$ cat src/rtl/tap_player.sv
// TAP cassette player: buffers hps_io download bytes in a small FIFO and
// replays one byte per sample slot as a tape level derived from ce_1m.
module tap_player #(
   parameter int FIFO_AW    = 4,
   parameter int SAMPLE_DIV = 22,
   parameter int LEVEL_BIT  = 6
) (
   input  logic        clk_sys,
   input  logic        reset_n,
   input  logic        ce_1m,
   input  logic        ioctl_download,
   input  logic        ioctl_wr,
   input  logic [7:0]  ioctl_dout,
   output logic        ioctl_wait,
   output logic        tape_out,
   output logic        playing,
   output logic [15:0] underrun_cnt,
   output logic [23:0] byte_cnt
);

   localparam int DEPTH = 2 ** FIFO_AW;
   localparam logic [FIFO_AW:0] FULL_C = {1'b1, {FIFO_AW{1'b0}}};
   localparam logic [FIFO_AW:0] HALF_C = {2'b01, {(FIFO_AW-1){1'b0}}};
   localparam logic [7:0]       DIV_LAST = 8'(SAMPLE_DIV - 1);

   typedef enum logic [1:0] {IDLE, PREFILL, PLAY, DONE} state_t;

   state_t             state, state_nx;
   logic [7:0]         mem [DEPTH];
   logic [FIFO_AW-1:0] wr_ptr, rd_ptr;
   logic [FIFO_AW:0]   count;
   logic [7:0]         div;
   logic               dl_q;
   logic               dl_rise, full, empty, push, pop, slot;

   assign dl_rise = ioctl_download & ~dl_q;
   assign full    = (count == FULL_C);
   assign empty   = (count == '0);
   // The dl_rise cycle writes into the FIFO as it is being cleared, so the stale full flag must not block it.
   assign push    = ioctl_download & ioctl_wr & (dl_rise | ~full);
   assign slot    = (state == PLAY) & ce_1m & (div == DIV_LAST);
   assign pop     = slot & ~empty & ~dl_rise;

   assign ioctl_wait = full;
   assign playing    = (state == PREFILL) || (state == PLAY);

   always_ff @(posedge clk_sys or negedge reset_n) begin
      if (!reset_n) state <= IDLE;
      else          state <= state_nx;
   end

   always_comb begin
      // NOTE: default first so every path assigns state_nx and no latch is inferred.
      state_nx = state;
      if (dl_rise) begin
         state_nx = PREFILL;
      end else begin
         unique case (state)
            PREFILL: begin
               if (count >= HALF_C)     state_nx = PLAY;
               else if (!ioctl_download) state_nx = empty ? DONE : PLAY;
            end
            PLAY:    if (slot && empty && !ioctl_download) state_nx = DONE;
            default: state_nx = state;
         endcase
      end
   end

   // NOTE: the byte store has no reset; count and pointers alone define which entries are valid.
   always_ff @(posedge clk_sys) begin
      if (push) mem[dl_rise ? '0 : wr_ptr] <= ioctl_dout;
   end

   always_ff @(posedge clk_sys or negedge reset_n) begin
      if (!reset_n) begin
         dl_q         <= 1'b0;
         wr_ptr       <= '0;
         rd_ptr       <= '0;
         count        <= '0;
         div          <= '0;
         tape_out     <= 1'b0;
         underrun_cnt <= '0;
         byte_cnt     <= '0;
      end else begin
         dl_q <= ioctl_download;
         if (dl_rise) begin
            wr_ptr       <= {{(FIFO_AW-1){1'b0}}, push};
            rd_ptr       <= '0;
            count        <= {{FIFO_AW{1'b0}}, push};
            div          <= '0;
            tape_out     <= 1'b0;
            underrun_cnt <= '0;
            byte_cnt     <= '0;
         end else begin
            if (push) wr_ptr <= wr_ptr + 1'b1;
            if (pop)  rd_ptr <= rd_ptr + 1'b1;
            unique case ({push, pop})
               2'b10:   count <= count + 1'b1;
               2'b01:   count <= count - 1'b1;
               default: count <= count;
            endcase
            if (state == PLAY && ce_1m) div <= (div == DIV_LAST) ? 8'd0 : div + 8'd1;
            if (pop) begin
               tape_out <= mem[rd_ptr][LEVEL_BIT];
               byte_cnt <= byte_cnt + 24'd1;
            end else if (slot) begin
               if (!ioctl_download)             tape_out     <= 1'b0;
               else if (underrun_cnt != 16'hFFFF) underrun_cnt <= underrun_cnt + 16'd1;
            end
         end
      end
   end

endmodule

$ cat config.mk
export PLATFORM = sky130hd
export DESIGN_NAME = tap_player
export DESIGN_NICKNAME = d
export VERILOG_FILES = /design/src/rtl/tap_player.sv
export SDC_FILE = /design/constraint.sdc
export NUM_CORES = 1
export LEC_CHECK = 0
export ABC_CLOCK_PERIOD_IN_PS = 5250
export CAP_MARGIN = 20
export CORE_ASPECT_RATIO = 1.5
export CORE_MARGIN = 3
export CORE_UTILIZATION = 30
export DETAILED_ROUTE_END_ITERATION = 10
export HOLD_SLACK_MARGIN = 0.05
export MAX_ROUTING_LAYER = met4
export PLACE_DENSITY = 0.55
export SLEW_MARGIN = 20
export SYNTH_ARGS = -nofsm -noshare
export SYNTH_HDL_FRONTEND = slang
export SYNTH_SLANG_ARGS = --single-unit
$ cat constraint.sdc
create_clock -name clk_sys -period 5.25 [get_ports clk_sys]
set_clock_uncertainty 0.15 [all_clocks]
set_input_delay 1.05 -clock clk_sys [delete_from_list [all_inputs] [get_ports clk_sys]]
set_output_delay 1.05 -clock clk_sys [all_outputs]
set_load 0.02 [all_outputs]
==> flow_summary.yaml, run 1 <==
status:
  status: "finished clean"
yosys:
  synth_edf_count: 16
  synth_area_mm2: 0.00446
  yosysTopAreaCell: "dfrtp_1"
  synth_fp_nets: 487
  synth.distinct_cells: 53
  ys_seq_area_frac: 0.472
  async_reset_ff_frac: 0.802
  synth_ff_type: "dfrtp_1"
  synth_area_leaders: "dfrtp_1 36%, edfxtp_1 11%, a21oi_1 4.6%"
  syn_avg_cell_area_um2: 9.62
  netlist.area_leader.share: 0.364
  synth-seq-cells: 81
  syn_inst: 464
  synth_warnings: 0
clocking:
  insertion_delay_ns: 0.34
  root_buffer: "clkbuf_16"
  clk_pin_slew_ns: 0.06
  tritoncts: "done"
  cts_resized: 0
  cts.sinks: 81
  cts_buffers: 9
  post_cts_buffers: 0
  clockBufferDepth: 2
  cts_hold_buffers: 0
  cts_max_level: 3
placement:
  portBuffers: 48
  hpwlAfterDp_um: 7620
  pre_cts_ws_ns: 1.17
  gp_congestion: 0.819
pwr:
  power.leakage_nw: 2.06
  powerDensity_mw_per_mm2: 305
  ir_drop_v: 0.000127
sta:
  slew_violations: 0
  tightestPinTransition_ns: 0.625
  timing.final.ws_setup_ns: 1.55
  maxSlewHeadroom: 0.572
  finalSetupViolCount: 0
  clock.fmax_mhz: 270
  hold_viol: 0
  grt_setup_unrepaired: "false"
  final.setup.tns_ns: 0
  fin_crit_sh: 0.706
  finalWorstPathRequiredPeriod_ns: 3.70
cells_and_area:
  area_delta_synth_final_pct: 21.8
  nNetsFinal: 526
  n_fill_cell: 1522
  insertedDiodeCount: 0
  seq_area_mm2: 0.00211
  drive_gt1_frac: 0.0709
  multiInputGateArea_mm2: 0.00219
routing:
  dr.pass1.iters: 4
  vias_per_cell: 5.27
  drt.antenna.violating_nets: 0
  drc: 0
  wl_per_cell_um: 15.5
  wl_um: 10900
  vias: 3708
  drtIter0Drc: 153
min_path:
  hp-start: "state[1]$_DFFE_PN0P_"
  min_delay_worst_endpoint: "state[1]$_DFFE_PN0P_"
  min_path_cells: 1
  hold_class: "flop to flop"
worst_setup_path:
  rr_worst_depth: 10
  crit_top_cell: "nor3_1"
  critPathTopFamily: "compound AO/OA/AOI/OAI gates"
  path_buf_inv: 2
  worstPathRequired_ns: 5.32
  cp_max_fo: 12
  r2r_slack_ns: 1.95
  crit_chain: "clkdlybuf4s50_1 -> buf_4 -> nand2_1 -> o21ai_0 -> nor3_1 -> xor2_1 -> ha_1 -> nor3_1 -> a21oi_1 -> a2111oi_0 -> nor3b_1 -> o31a_1"
  cp.arrival_ns: 3.78
  r2r_start: "count[1]$_DFFE_PN0P_"
  critPathMaxStageDelay_ns: 0.47
  timing.critical_path.from: "ioctl_download"
  slowest_stage: "clkdlybuf4s50_1"
  r2r_end: "count[4]$_DFFE_PN0P_"
  criticalPathCategory: "input pin to flop"
  critPathLaunchType: "input pin"
  setup.worst_path.end_class: "flop"
die:
  die-area_mm2: 0.0164
  num_io_pins: 56
  core_mm2: 0.0146
  num_rows: 54
  initial_core_util: 0.306
  die_h_um: 155
  die_w_um: 106
global_route:
  grt_pass1_wl_um: 19100
  antenna_found_initial: 0
  grt_max_degree: 45
  grt_overflow: 0
  grt_pass1_vias: 3802
  grt_use_total: 0.147
run:
  drv_cap: 0
-- synth_stat cells (all sizes together) (9+ instances only) --
cell,count
ha,10
o31ai,18
edfxtp,16
o21ai,20
buf,11
nand4,16
nand2,39
xor2,11
nor3,9
or3,11
clkbuf,16
inv,14
nand3,26
or4,17
a21oi,41
dfrtp,65
nor2,44
-- where the power goes --
| part | switching [W] | internal, W | total [W] | leakage (nW) |
|---|---|---|---|---|
| registers | 0.0000534 | 0.000673 | 0.000727 | 1.03 |
| clock network | 0.000249 | 0.000416 | 0.000665 | 0.146 |
| logic | 0.000160 | 0.000105 | 0.000266 | 0.884 |
| total | 0.000463 | 0.00119 | 0.00166 | 2.06 |
-- cells in the final DEF, fill, tap and decap left out, drive strengths merged, types with 4 or more instances in the layout --
cell            n
xnor2           8
nand4          16
mux4            5
a31oi           5
clkbuf         11
nor2           44
or4            17
clkdlybuf4s50  47
or3            11
xor2           11
and2            5
edfxtp         16
nand2          39
a21oi          41
nor3            9
nand3          26
mux2i           4
o21ai          20
buf             8
o31ai          18
nor4            7
inv            14
and3            7
nand2b          4
ha             10
and4            5
dfrtp          65
-- registers in the layout, summed over array words and instances, names as in the netlist --
name          count
byte_cnt         24
count             5
div               8
dl_q              1
mem              16
rd_ptr            4
state             2
tape_out          1
underrun_cnt     16
wr_ptr            4
-- final cells by class --
type | instances | area share
multi-input cells | 342 | 0.403
flip-flops and latches | 81 | 0.387
repair buffers | 55 | 0.0975
well taps | 196 | 0.0451
clock buffers | 11 | 0.0428
clock inverters | 5 | 0.0147
inverters | 14 | 0.00966
-- stage by stage --
| step | power [W] | util | hold WS (ns) | instance area (µm²) | instances |
|---|---|---|---|---|---|
| detailed placement | 0.00101 | 0.351 | 0.367 | 5120 | 688 |
| global route | 0.00175 | 0.373 | 0.410 | 5440 | 704 |
| global placement | 0.000998 | 0.351 | 0.354 | 5120 | 688 |
| CTS | 0.00168 | 0.373 | 0.380 | 5440 | 704 |
| floorplan | 0.000908 | - | 0.340 | 4460 | 464 |
| finish | 0.00166 | 0.373 | 0.373 | 5440 | 704 |
-- worst register-to-register path: stages (launching register included) --
cell and delay [ns]:
dfrtp_1 0.47, nor4_2 0.60, o21ai_0 0.24, nor3_1 0.28
xor2_1 0.12, ha_1 0.25, nor3_1 0.15, a21oi_1 0.08
a2111oi_0 0.43, nor3b_1 0.10, o31a_1 0.30
-- routing by layer --
metal  wire (µm)  GRT usage  up-vias
met5           0          -        -
met4         296     0.0710        0
met3         360     0.0270       21
met2        5520      0.241       67
met1        4750      0.174     1821
li1            -          -     1799
-- worst max path at each step --
stage / end / slack, ns / cells after the start
finish: count[4]$_DFFE_PN0P_ / 1.55 / 12
global route: count[4]$_DFFE_PN0P_ / 1.27 / 12
CTS: count[4]$_DFFE_PN0P_ / 1.52 / 11
detailed placement: count[4]$_DFFE_PN0P_ / 1.17 / 11
global placement: count[4]$_DFFE_PN0P_ / 1.16 / 12
floorplan: count[4]$_DFFE_PN0P_ / 1.53 / 13
-- cells by family after synthesis --
group,synth area share
adder cells (fa/ha/maj),0.0280
XOR/XNOR,0.0373
AO/OA/AOI/OAI,0.142
multiplexers,0.0392
flip-flops,0.472
buffers and inverters,0.0390
AND/OR/NAND/NOR,0.242
(Power assumes the default switching activity.)
==> inputs of run 2 (changes only) <==
ABC_CLOCK_PERIOD_IN_PS = 3800   (was 5250)
clock period = 3.8 ns   (was 5.25 ns; I/O delays follow)
==> run 2 against run 1 <==
Design area up 1.5%; worst setup slack worse by 1.1 ns; power up 40%; sequential cell count unchanged; sequential share of layout area down 0.56 points; cell count up 1.4%; via count up 1.8%; largest cell class unchanged.
==> flow_summary.yaml, run 2 (synthesized netlist as in run 1, its figures left out) <==
status:
  status: "finished clean"
routing:
  top_layer_used: "met4"
  drtIter0Drc: 197
  dr.pass1.iters: 4
  vias_per_cell: 5.29
  drc: 0
  vias: 3775
  routed-wl-met2_um: 5740
  wl_um: 11100
  wl_per_cell_um: 15.5
  dr_wl_met3_um: 409
  drt.antenna.violating_nets: 0
  drt-met1-wl_um: 4740
worst_setup_path:
  worstPathRequired_ns: 3.87
  r2r_start: "count[1]$_DFFE_PN0P_"
  critPathLaunchType: "input pin"
  setup.worst_path.end_class: "flop"
  r2r_end: "count[4]$_DFFE_PN0P_"
  criticalPathCategory: "input pin to flop"
  critical_path.endpoint: "count[4]$_DFFE_PN0P_"
  cp_max_fo: 7
  r2r_slack_ns: 0.68
  timing.critical_path.from: "ioctl_download"
  rr_worst_depth: 11
  cp.arrival_ns: 3.44
placement:
  portBuffers: 48
  dp.cells: 698
  gp_congestion: 0.872
  hpwlAfterDp_um: 8000
pwr:
  ir_drop_v: 0.000230
  power.leakage_nw: 2.12
  finalPower_w: 0.00232
  powerDensity_mw_per_mm2: 421
cells_and_area:
  final_cell_mix: "65 x dfrtp_1, 47 x clkdlybuf4s50_1, 43 x nor2_1"
  reg.largest.list: "byte_cnt x24, mem x16, underrun_cnt x16"
  top_register: "byte_cnt"
  insertedDiodeCount: 0
  final_cells: 714
  drive_gt1_frac: 0.0907
  largest_reg_flops: 24
  nNetsFinal: 536
  post-route-util: 0.378
  layout_commonest_cell: "dfrtp_1"
  area_delta_synth_final_pct: 23.6
die:
  num_io_pins: 56
  die_h_um: 155
  num_rows: 54
  die-area_mm2: 0.0164
  die_w_um: 106
  core_mm2: 0.0146
  initial_core_util: 0.306
global_route:
  grt_use_total: 0.149
  grt_overflow: 0
  antenna_found_initial: 0
  grt_max_degree: 26
  grt_pass1_wl_um: 19500
  grt_pass1_vias: 3913
clocking:
  clk_pin_slew_ns: 0.06
  cts.sinks: 81
  insertion_delay_ns: 0.33
  post_cts_buffers: 0
  tritoncts: "done"
  root_buffer: "clkbuf_16"
  cts_resized: 0
  cts_hold_buffers: 0
  clockBufferDepth: 2
  cts_buffers: 9
  cts_max_level: 3
sta:
  fin_crit_sh: 0.886
  final.setup.tns_ns: 0
  finalSetupViolCount: 0
  clock.fmax_mhz: 297
  grt_setup_unrepaired: "false"
  maxSlewHeadroom: 0.457
  finalWorstPathRequiredPeriod_ns: 3.37
  timing.hold.ws_ns: 0.295
  tightestPinTransition_ns: 0.794
  hold_viol: 0
  slew_violations: 0
run:
  drv_cap: 0
min_path:
  hold_class: "input pin to asynchronous set/reset pin"
==> run 2: changes by cell type in the layout (fill, tap and decap cells not counted), sizes merged <==
cell / delta
clkinv: +2
clkbuf: -1
clkinvlp: -1
buf: +10
==> run 2: worst min path at each step <==
stage	from	to	depth (start not counted)
floorplan	reset_n	byte_cnt[0]$_DFFE_PN0P_	0
global placement	state[1]$_DFFE_PN0P_	state[1]$_DFFE_PN0P_	1
detailed placement	state[1]$_DFFE_PN0P_	state[1]$_DFFE_PN0P_	1
CTS	reset_n	byte_cnt[21]$_DFFE_PN0P_	1
global route	reset_n	byte_cnt[16]$_DFFE_PN0P_	1
finish	reset_n	byte_cnt[21]$_DFFE_PN0P_	1
==> run 2: final cells by class <==
type | instances | area [µm²]
clock inverters | 6 | 81.3
multi-input cells | 342 | 2190
well taps | 196 | 245
flip-flops and latches | 81 | 2110
clock buffers | 10 | 239
fillers | 1509 | 9070
repair buffers | 65 | 603
inverters | 14 | 52.6
==> run 2: stage by stage <==
| step | worst slack (ns) | area, µm² |
|---|---|---|
| floorplan | 0.368 | 4460 |
| global placement | 0.182 | 5200 |
| detailed placement | 0.0821 | 5200 |
| CTS | 0.437 | 5520 |
| global route | 0.0789 | 5520 |
| finish | 0.432 | 5520 |
==> run 2: worst max-delay path, stage by stage <==
cell and delay, ns:
clkdlybuf4s50_1 0.66, nand2_1 0.11, o21ai_0 0.25, nor3_1 0.12, xor2_1 0.15, ha_1 0.25, nor3_1 0.15, a21oi_1 0.08
a2111oi_0 0.49, nor3b_1 0.12, o31a_1 0.30
==> run 2: layer usage <==
layer | GRT usage | vias to the layer above
met5 | - | -
met4 | 0.0574 | 0
met3 | 0.0278 | 20
met2 | 0.250 | 72
met1 | 0.178 | 1872
li1 | - | 1811
==> run 2: power by group <==
part / internal (W) / total, W / switching, W
Clock: 0.000589 / 0.000936 / 0.000347
Sequential: 0.000930 / 0.00100 / 0.0000734
Combinational: 0.000160 / 0.000385 / 0.000225
Total: 0.00168 / 0.00232 / 0.000646
